--- config.mk ---
export PLATFORM = sky130hd
export DESIGN_NAME = ifu_fetch_bus_flat
export DESIGN_NICKNAME = d
export VERILOG_FILES = /design/src/rtl/ifu_fetch_bus_pkg.sv /design/src/rtl/ifu_fetch_bus_if.sv /design/src/rtl/ifu_fetch_bus.sv /design/src/flat_wrapper.sv
export SDC_FILE = /design/constraint.sdc
export NUM_CORES = 1
export LEC_CHECK = 0
export ABC_AREA = 1
export BUFFER_PORTS_ARGS = -buffer_cell sky130_fd_sc_hd__buf_2
export CORE_MARGIN = 3
export CORE_UTILIZATION = 35
export CTS_BUF_LIST = sky130_fd_sc_hd__clkbuf_4 sky130_fd_sc_hd__clkbuf_8 sky130_fd_sc_hd__clkbuf_16
export DETAILED_ROUTE_END_ITERATION = 8
export GPL_TIMING_DRIVEN = 0
export REMOVE_ABC_BUFFERS = 1
export SYNTH_ARGS = -nofsm -noshare
export SYNTH_HDL_FRONTEND = slang
export SYNTH_SLANG_ARGS = --single-unit
--- constraint.sdc ---
create_clock -name clk -period 1.4 [get_ports clk]
set_input_delay 0.07 -clock clk [delete_from_list [all_inputs] [get_ports clk]]
set_output_delay 0.07 -clock clk [all_outputs]
set_load 0.05 [all_outputs]
--- src/rtl/ifu_fetch_bus_pkg.sv ---
// Shared definitions for the instruction fetch stage and the IF/ID register.
package ifu_fetch_bus_pkg;

  // Fetch FSM: issue address, wait for the data beat, hold the result for decode.
  typedef enum logic [1:0] {
    ST_REQ    = 2'd0,
    ST_WAIT_R = 2'd1,
    ST_HOLD   = 2'd2
  } fetch_state_e;

  localparam logic [1:0]  RESP_OKAY        = 2'b00;
  localparam logic [31:0] DEFAULT_RESET_PC = 32'h8000_0000;

  // Fetch PCs are always word aligned.
  function automatic logic [31:0] align_pc(input logic [31:0] pc);
    return {pc[31:2], 2'b00};
  endfunction

endpackage

--- src/rtl/ifu_fetch_bus_if.sv ---
// AXI-lite-style single-beat read port (AR and R channels only).
interface ifu_fetch_bus_if #(
  parameter int DATA_W = 32
);
  logic [31:0]       araddr;
  logic              arvalid;
  logic              arready;
  logic [DATA_W-1:0] rdata;
  logic [1:0]        rresp;
  logic              rvalid;
  logic              rready;

  // Fetch side issues reads.
  modport master (
    output araddr, arvalid, rready,
    input  arready, rdata, rresp, rvalid
  );

  // Memory side answers reads.
  modport slave (
    input  araddr, arvalid, rready,
    output arready, rdata, rresp, rvalid
  );
endinterface

--- src/rtl/ifu_fetch_bus.sv ---
// Fetch stage: owns the PC, issues one outstanding read at a time and hands
// inst/pc/snpc to decode over a valid/ready handshake. A redirect squashes
// whatever is in flight; the one response already requested is discarded.
module ifu_fetch_bus
  import ifu_fetch_bus_pkg::*;
#(
  parameter logic [31:0] RESET_PC = DEFAULT_RESET_PC,
  parameter int          INST_W   = 32
) (
  input  logic              clk,
  input  logic              rst,
  ifu_fetch_bus_if.master   bus,
  output logic [INST_W-1:0] instF,
  output logic [31:0]       pcF,
  output logic [31:0]       snpcF,
  output logic              errF,
  output logic              m_valid,
  input  logic              m_ready,
  input  logic              redirect_valid,
  input  logic [31:0]       redirect_pc
);

  fetch_state_e      state_q, state_d;
  logic [31:0]       pc_q, pc_d;
  logic [31:0]       araddr_q, araddr_d;
  logic              drop_q, drop_d;
  logic [INST_W-1:0] inst_q, inst_d;
  logic [31:0]       pcf_q, pcf_d;
  logic [31:0]       snpcf_q, snpcf_d;
  logic              errf_q, errf_d;

  logic [31:0]       redir_pc;

  assign redir_pc = align_pc(redirect_pc);

  // Handshake outputs decode straight from the state.
  assign bus.arvalid = (state_q == ST_REQ);
  assign bus.rready  = (state_q == ST_WAIT_R);
  assign bus.araddr  = araddr_q;
  assign m_valid     = (state_q == ST_HOLD);
  assign instF       = inst_q;
  assign pcF         = pcf_q;
  assign snpcF       = snpcf_q;
  assign errF        = errf_q;

  // State register and all datapath registers.
  always_ff @(posedge clk) begin
    if (rst) begin
      state_q  <= ST_REQ;
      pc_q     <= RESET_PC;
      araddr_q <= RESET_PC;
      drop_q   <= 1'b0;
      inst_q   <= '0;
      pcf_q    <= RESET_PC;
      snpcf_q  <= RESET_PC + 32'd4;
      errf_q   <= 1'b0;
    end else begin
      state_q  <= state_d;
      pc_q     <= pc_d;
      araddr_q <= araddr_d;
      drop_q   <= drop_d;
      inst_q   <= inst_d;
      pcf_q    <= pcf_d;
      snpcf_q  <= snpcf_d;
      errf_q   <= errf_d;
    end
  end

  // Next-state logic: FSM transitions, pc/araddr steering and squash tracking.
  always_comb begin
    state_d  = state_q;
    pc_d     = pc_q;
    araddr_d = araddr_q;
    drop_d   = drop_q;
    inst_d   = inst_q;
    pcf_d    = pcf_q;
    snpcf_d  = snpcf_q;
    errf_d   = errf_q;

    unique case (state_q)
      ST_REQ: begin
        // araddr must not move while arvalid is up, so a redirect here only
        // retargets pc and marks the pending response for discard.
        if (bus.arready) begin
          state_d = ST_WAIT_R;
        end
        if (redirect_valid) begin
          pc_d   = redir_pc;
          drop_d = 1'b1;
        end
      end

      ST_WAIT_R: begin
        if (bus.rvalid) begin
          if (drop_q || redirect_valid) begin
            // Squashed beat: exactly one response is thrown away.
            drop_d   = 1'b0;
            state_d  = ST_REQ;
            araddr_d = redirect_valid ? redir_pc : pc_q;
            if (redirect_valid) begin
              pc_d = redir_pc;
            end
          end else begin
            inst_d  = bus.rdata;
            pcf_d   = araddr_q;
            snpcf_d = araddr_q + 32'd4;
            errf_d  = (bus.rresp != RESP_OKAY);
            state_d = ST_HOLD;
          end
        end else if (redirect_valid) begin
          pc_d   = redir_pc;
          drop_d = 1'b1;
        end
      end

      ST_HOLD: begin
        // A redirect wins over the sequential advance even if decode takes
        // the current instruction in the same cycle.
        if (redirect_valid) begin
          pc_d     = redir_pc;
          araddr_d = redir_pc;
          state_d  = ST_REQ;
        end else if (m_ready) begin
          pc_d     = pcf_q + 32'd4;
          araddr_d = pcf_q + 32'd4;
          state_d  = ST_REQ;
        end
      end

      default: begin
        state_d = ST_REQ;
      end
    endcase
  end

endmodule

--- src/flat_wrapper.sv ---
// flat-port wrapper written by rule: the top's interface ports become plain ports
module ifu_fetch_bus_flat import ifu_fetch_bus_pkg::*;
#(
  parameter logic [31:0] RESET_PC = DEFAULT_RESET_PC,
  parameter int          INST_W   = 32
)
  (clk, rst, instF, pcF, snpcF, errF, m_valid, m_ready, redirect_valid, redirect_pc, bus_araddr, bus_arvalid, bus_rready, bus_arready, bus_rdata, bus_rresp, bus_rvalid);
  ifu_fetch_bus_if #(.DATA_W(32)) bus_i ();
  input  logic clk;
  input  logic rst;
  output logic [INST_W-1:0] instF;
  output logic [31:0] pcF;
  output logic [31:0] snpcF;
  output logic errF;
  output logic m_valid;
  input  logic m_ready;
  input  logic redirect_valid;
  input  logic [31:0] redirect_pc;
  output wire logic [$bits(bus_i.araddr)-1:0] bus_araddr;
  output wire logic [$bits(bus_i.arvalid)-1:0] bus_arvalid;
  output wire logic [$bits(bus_i.rready)-1:0] bus_rready;
  input wire logic [$bits(bus_i.arready)-1:0] bus_arready;
  input wire logic [$bits(bus_i.rdata)-1:0] bus_rdata;
  input wire logic [$bits(bus_i.rresp)-1:0] bus_rresp;
  input wire logic [$bits(bus_i.rvalid)-1:0] bus_rvalid;
  assign bus_araddr = bus_i.araddr;
  assign bus_arvalid = bus_i.arvalid;
  assign bus_rready = bus_i.rready;
  assign bus_i.arready = bus_arready;
  assign bus_i.rdata = bus_rdata;
  assign bus_i.rresp = bus_rresp;
  assign bus_i.rvalid = bus_rvalid;
  ifu_fetch_bus #(.RESET_PC(RESET_PC), .INST_W(INST_W)) u_core (.clk(clk), .rst(rst), .bus(bus_i), .instF(instF), .pcF(pcF), .snpcF(snpcF), .errF(errF), .m_valid(m_valid), .m_ready(m_ready), .redirect_valid(redirect_valid), .redirect_pc(redirect_pc));
endmodule
=== Yosys cells after proc, flatten, opt, wreduce, memory -nomap -nowiden ===
Cells that the tools add are included.

* Add/subtract/negate cells: 2
* Multiply operators: 0
* Divide/modulo/power cells: 0
* Magnitude comparators: 0
* Eq/ne operators: 7
* Shift-type cells: 0
* Mux-type cells: 18
* Bitwise operators: 1
* Reduce and logical (&&, ||, !) cells: 11

{| class="wikitable"
|+ Operator list
! operator !! count
|-
| $mux 32 || 6
|-
| $pmux 32 s3 || 1
|-
| $add 32x3->32 const B || 2
|-
| $pmux 32 s2 || 1
|-
| $mux 2 || 5
|-
| $reduce_and 3->1 || 3
|-
| $ne 2x1->1 const B || 3
|-
| $pmux 2 s3 || 1
|-
| $reduce_bool 2->1 || 3
|-
| $reduce_and 4->1 || 1
|-
| $mux 1 || 3
|-
| $ne 3x1->1 const B || 1
|-
| $ne 3x2->1 const B || 1
|-
| $reduce_bool 3->1 || 1
|-
| $eq 2x1->1 const B || 1
|-
| $eq 2x2->1 const B || 1
|-
| $logic_not 2->1 || 1
|-
| $pmux 1 s2 || 1
|-
| $reduce_and 2->1 || 1
|-
| $logic_or 1x1->1 || 1
|-
| $not 1->1 || 1
|}

* Register bits: 164
* Latch bits: 0
* Memory bits (writable): 0
* Memory bits (read-only): 0
* Bits of input ports: 72
* Logic and storage cells: 47
* Memories: 0

=== Logic depth before layout (Yosys ltp) ===
* Depth in word-level cells: 4
* Gate-level depth with buffers: 12

=== Worst setup path after synthesis ===
OpenSTA, ideal clock, no wires.

* Kind: register to register
* Start: reg u_core.pcf_q[3] (netlist: u_core.pcF[3])
* End: reg u_core.araddr_q[24] (netlist: u_core.bus.araddr[24])
* Arrival: 1,840 ps
* Data required time: 1,291 ps
* Setup slack: -549 ps
* Stages on the path, launching flop included: 11
* Path buffers: 0
* Path through: dfxtp_1 -> ha_1 -> nand3_1 -> nor2_1 -> nand3_1 -> nor2_1 -> nand2_1 -> nand3_1 -> nand3_1 -> nand2_1 -> inv_1

* Cells in the longest elaborated chain, start to end: 4

{| class="wikitable"
|+ Ends and longest elaborated chain
! element !! RTL line !! RTL
|-
| from (decl) || ifu_fetch_bus.sv:28 || <nowiki>logic [31:0] pcf_q, pcf_d;</nowiki>
|-
| from (signal assigned) || ifu_fetch_bus.sv:63 || <nowiki>pcf_q <= pcf_d;</nowiki>
|-
| $add 32x3->32 || ifu_fetch_bus.sv:125 || <nowiki>araddr_d = pcf_q + 32'd4;</nowiki>
|-
| $mux 32 || ifu_fetch_bus.sv:123 || <nowiki>end else if (m_ready) begin</nowiki>
|-
| $mux 32 || ifu_fetch_bus.sv:119 || <nowiki>if (redirect_valid) begin</nowiki>
|-
| $pmux 32 s2 || ifu_fetch_bus.sv:80 || <nowiki>unique case (state_q)</nowiki>
|-
| to (signal assigned) || ifu_fetch_bus.sv:60 || <nowiki>araddr_q <= araddr_d;</nowiki>
|-
| to (decl) || ifu_fetch_bus.sv:25 || <nowiki>logic [31:0] araddr_q, araddr_d;</nowiki>
|}

No other way between the ends. The select of a mux whose other input is x is not followed.
A chain may end at the register's enable or synchronous reset.

=== Worst setup path in the final report ===
* Start: reg u_core.pcf_q[3] (netlist: u_core.pcF[3])
* End: reg u_core.araddr_q[20] (netlist: u_core.bus.araddr[20])

The elaborated chain is that of the path after synthesis.

==> reports/metrics.yaml <==
clock_network:
  cts_made_buffers: 17
  clock_latency_ns: 0.44
  ctsRootBufferMaster: "clkbuf_16"
  cts_tree: "yes"
  cts.sinks: 162
  htree_levels: 4
  path_clk_slew_ns: 0.07
  clockBufferDepth: 2
worst_hold_path:
  hold_depth: 3
  hold_path_class: "input port to flop"
layout:
  area_delta_synth_final_pct: 65.40
  layout_commonest_cell: "nand2_1"
  num_antenna_cells: 0
  fin_area_sq_mm: 0.01309
  nNetsFinal: 1603
  layout_common_cells: "nand2_1, buf_2, nor2_1"
  fillers: 1968
  drive_gt1_share_pct: 43.77
yosys:
  seq_area_frac_synth_pct: 40.99
  synth_edf_count: 0
  syn_area_sq_mm: 0.007911
  synth_seq_cells: 162
  yosysUniqueCellTypes: 40
  synth_ff_type: "dfxtp_1"
  avgSynthCellArea_sq_um: 6.598
  synth-async-reset-ratio_pct: 0
  ys.warnings.count: 0
  synthCells: 1199
routing:
  vias: 9794
  routedWlPerCell_um: 20.24
  viasPerCell: 5.375
  routed_wl_mm: 36.88
  route.detailed.drc: 0
  drt-initial-drc-count: 900
  first_pass_iters: 7
  ant_nets: 0
timing:
  slew_headroom_pct: 47.96
  post-route-period-util_pct: 121.1
  worst_pin_slew_ns: 0.7806
  final.setup.worst_slack_ns: -0.2954
  slew_violations: 0
  max_freq_mhz: 589.8
  tns_ns: -34.29
  hold_ws_ns: -0.01491
  setup_viol: 164
  period_minus_slack_ns: 1.695
  grt_setup_unrepaired: "yes"
  finClkSkew_ns: 0.009838
  hold_violations: 3
floorplanning:
  dieWidth_um: 156.3
  initial_core_util_pct: 35.92
  core_area_sq_mm: 0.02203
  die-area_sq_mm: 0.02444
  die_h_um: 156.3
  rows: 54
  ioPinCount: 204
placement:
  place_area_sq_mm: 0.009030
  gp_congestion: 0.8995
  numPortBuffers: 201
  dp_hpwl_mm: 18.75
critical_path:
  critPathSlowestCell: "dfxtp_4"
  startpoint_type: "flop"
  crit_path_max_fanout: 5
  arrival_ns: 2.05
  reg2reg_to: "u_core.bus.araddr[20]"
  critical_path.top_delay_family: "simple AND/OR/NAND/NOR gates"
  r2r.worst_path.cells: 9
  crit_path_end_kind: "flop"
  path_buf_inv: 0
  cp-startpoint: "u_core.pcF[3]"
  cpPeakStageDelay_ns: 0.38
  crit_end: "u_core.bus.araddr[20]"
  reg2reg_from: "u_core.pcF[3]"
  reg2reg_slack_ns: -0.30
  crit_type: "flop to flop"
  path_cells: "ha_4, nand2_4, nor2_4, nand3_4, o21bai_1, nand3_1, nand2_1, nand2_2, a21oi_1"
  crit_cells: 9
  crit_required_ns: 1.76
pwr:
  p_leak_nw: 5.607
  power_density_mw_per_mm2: 1017
  peakVddDrop_mv: 0.7326
grt:
  grt_pass1_wl_mm: 51.36
  grt_max_degree: 81
  antenna_found_initial: 0
  overflow: 0
  track_usage_pct: 27.54
  grt_pass1_vias: 8698
run_status:
  status: "finished with violations"
  violations: "hold timing, setup timing"
job:
  maxCapViolCount: 0
==> worst reg2reg max path, cell delays in order, from the launching register on <==
cell and delay [ns]:
dfxtp_4 0.38, ha_4 0.18, nand2_4 0.07, nor2_4 0.21
nand3_4 0.13, o21bai_1 0.19, nand3_1 0.15, nand2_1 0.11
nand2_2 0.07, a21oi_1 0.14
==> routing by layer <==
metal	part of all wire, %	routed length (um)	track usage [%]
met5	0	0	0
met4	4.8	1787	10.67
met3	8.4	3105	5.171
met2	48	17610	47.05
met1	39	14380	34.40
==> logic make-up (layout without fill, tap and decap cells) <==
| family | after synthesis | after routing | share of synthesized area (%) |
|---|---|---|---|
| adder cells (fa/ha/maj) | 2 | 2 | 0.3163 |
| flip-flops | 162 | 162 | 40.99 |
| buffers and inverters | 165 | 499 | 8.572 |
| XOR/XNOR | 11 | 11 | 1.218 |
| AND/OR/NAND/NOR | 578 | 587 | 30.48 |
| AO/OA/AOI/OAI | 281 | 281 | 18.42 |
==> how the worst min path moves through the flow <==
stage / startpoint / to / slack, ns
CTS: redirect_pc[8] / u_core.bus.araddr[8] / 0.0006
finish: redirect_pc[9] / u_core.bus.araddr[9] / -0.01
floorplan: rst / u_core.pcF[2] / 0.14
global route: redirect_pc[16] / u_core.bus.araddr[16] / -0.003
global placement: bus_rresp[0] / u_core.errF / 0.32
detailed placement: bus_rresp[0] / u_core.errF / 0.32
==> Yosys cell counts, types with 9 or more instances <==
library cell / count / area share [%]
clkbuf_1: 32 / 1.5
inv_1: 93 / 4.4
buf_2: 18 / 1.1
dfxtp_1: 162 / 41
a21oi_1: 110 / 7.0
o21ai_0: 145 / 9.2
a211oi_1: 9 / 0.85
nor2_1: 182 / 8.6
nand3_1: 69 / 4.4
nor3_1: 19 / 1.2
nand2_1: 270 / 13
==> final cells by class <==
type                    instances  area, sq um  share of cell area, %
flip-flops and latches        162         3383                  25.86
clock inverters                12        227.7                  1.740
clock buffers                  20        460.4                  3.519
repair inverters               13        235.2                  1.798
repair buffers                352         2749                  21.01
well taps                     280        350.3                  2.677
multi-input cells             881         5214                  39.85
inverters                     102        465.4                  3.557
==> sequential cells by signal (all words and copies together), names as in the netlist <==
name and flops:
u_core.pc_q 32, u_core.bus.araddr 32, u_core.state_q 2, u_core.pcF 30
u_core.instF 32, u_core.drop_q 1, u_core.errF 1, u_core.snpcF 32
==> power by group <==
| part | switching [W] | internal [W] | total [W] |
|---|---|---|---|
| clock network | 0.00207 | 0.00348 | 0.00555 |
| registers | 0.000325 | 0.00484 | 0.00517 |
| logic | 0.00168 | 0.000915 | 0.00259 |
==> through the flow <==
stage / setup slack (ns) / utilization (%) / power [W] / cells / hold WS, ns
final: -0.2954 / 59.41 / 0.01331 / 1822 / -0.01491
after global routing: -0.4151 / 59.41 / 0.01370 / 1822 / -0.002577
after CTS: -0.2861 / 53.82 / 0.01300 / 1769 / 0.0006382
after floorplan: -2.035 / - / 0.006275 / 1136 / 0.1391
after global placement: -3.736 / 40.74 / 0.006855 / 1617 / 0.3158
after detailed placement: -2.791 / 41.00 / 0.006877 / 1619 / 0.3232
==> repair_timing <==
| item | 4_1_cts | 5_1_grt |
|---|---|---|
| pin swaps | 51 | 63 |
| hold endpoints to repair | 55 | 2 |
| resized for setup | 326 | 238 |
| buffers inserted | 48 | 50 |
| cloned | 24 | 5 |
| endpoints found under the setup margin | 164 | 165 |
| hold buffers | 47 | 1 |
No activity file was read; power rests on OpenSTA's default activity.
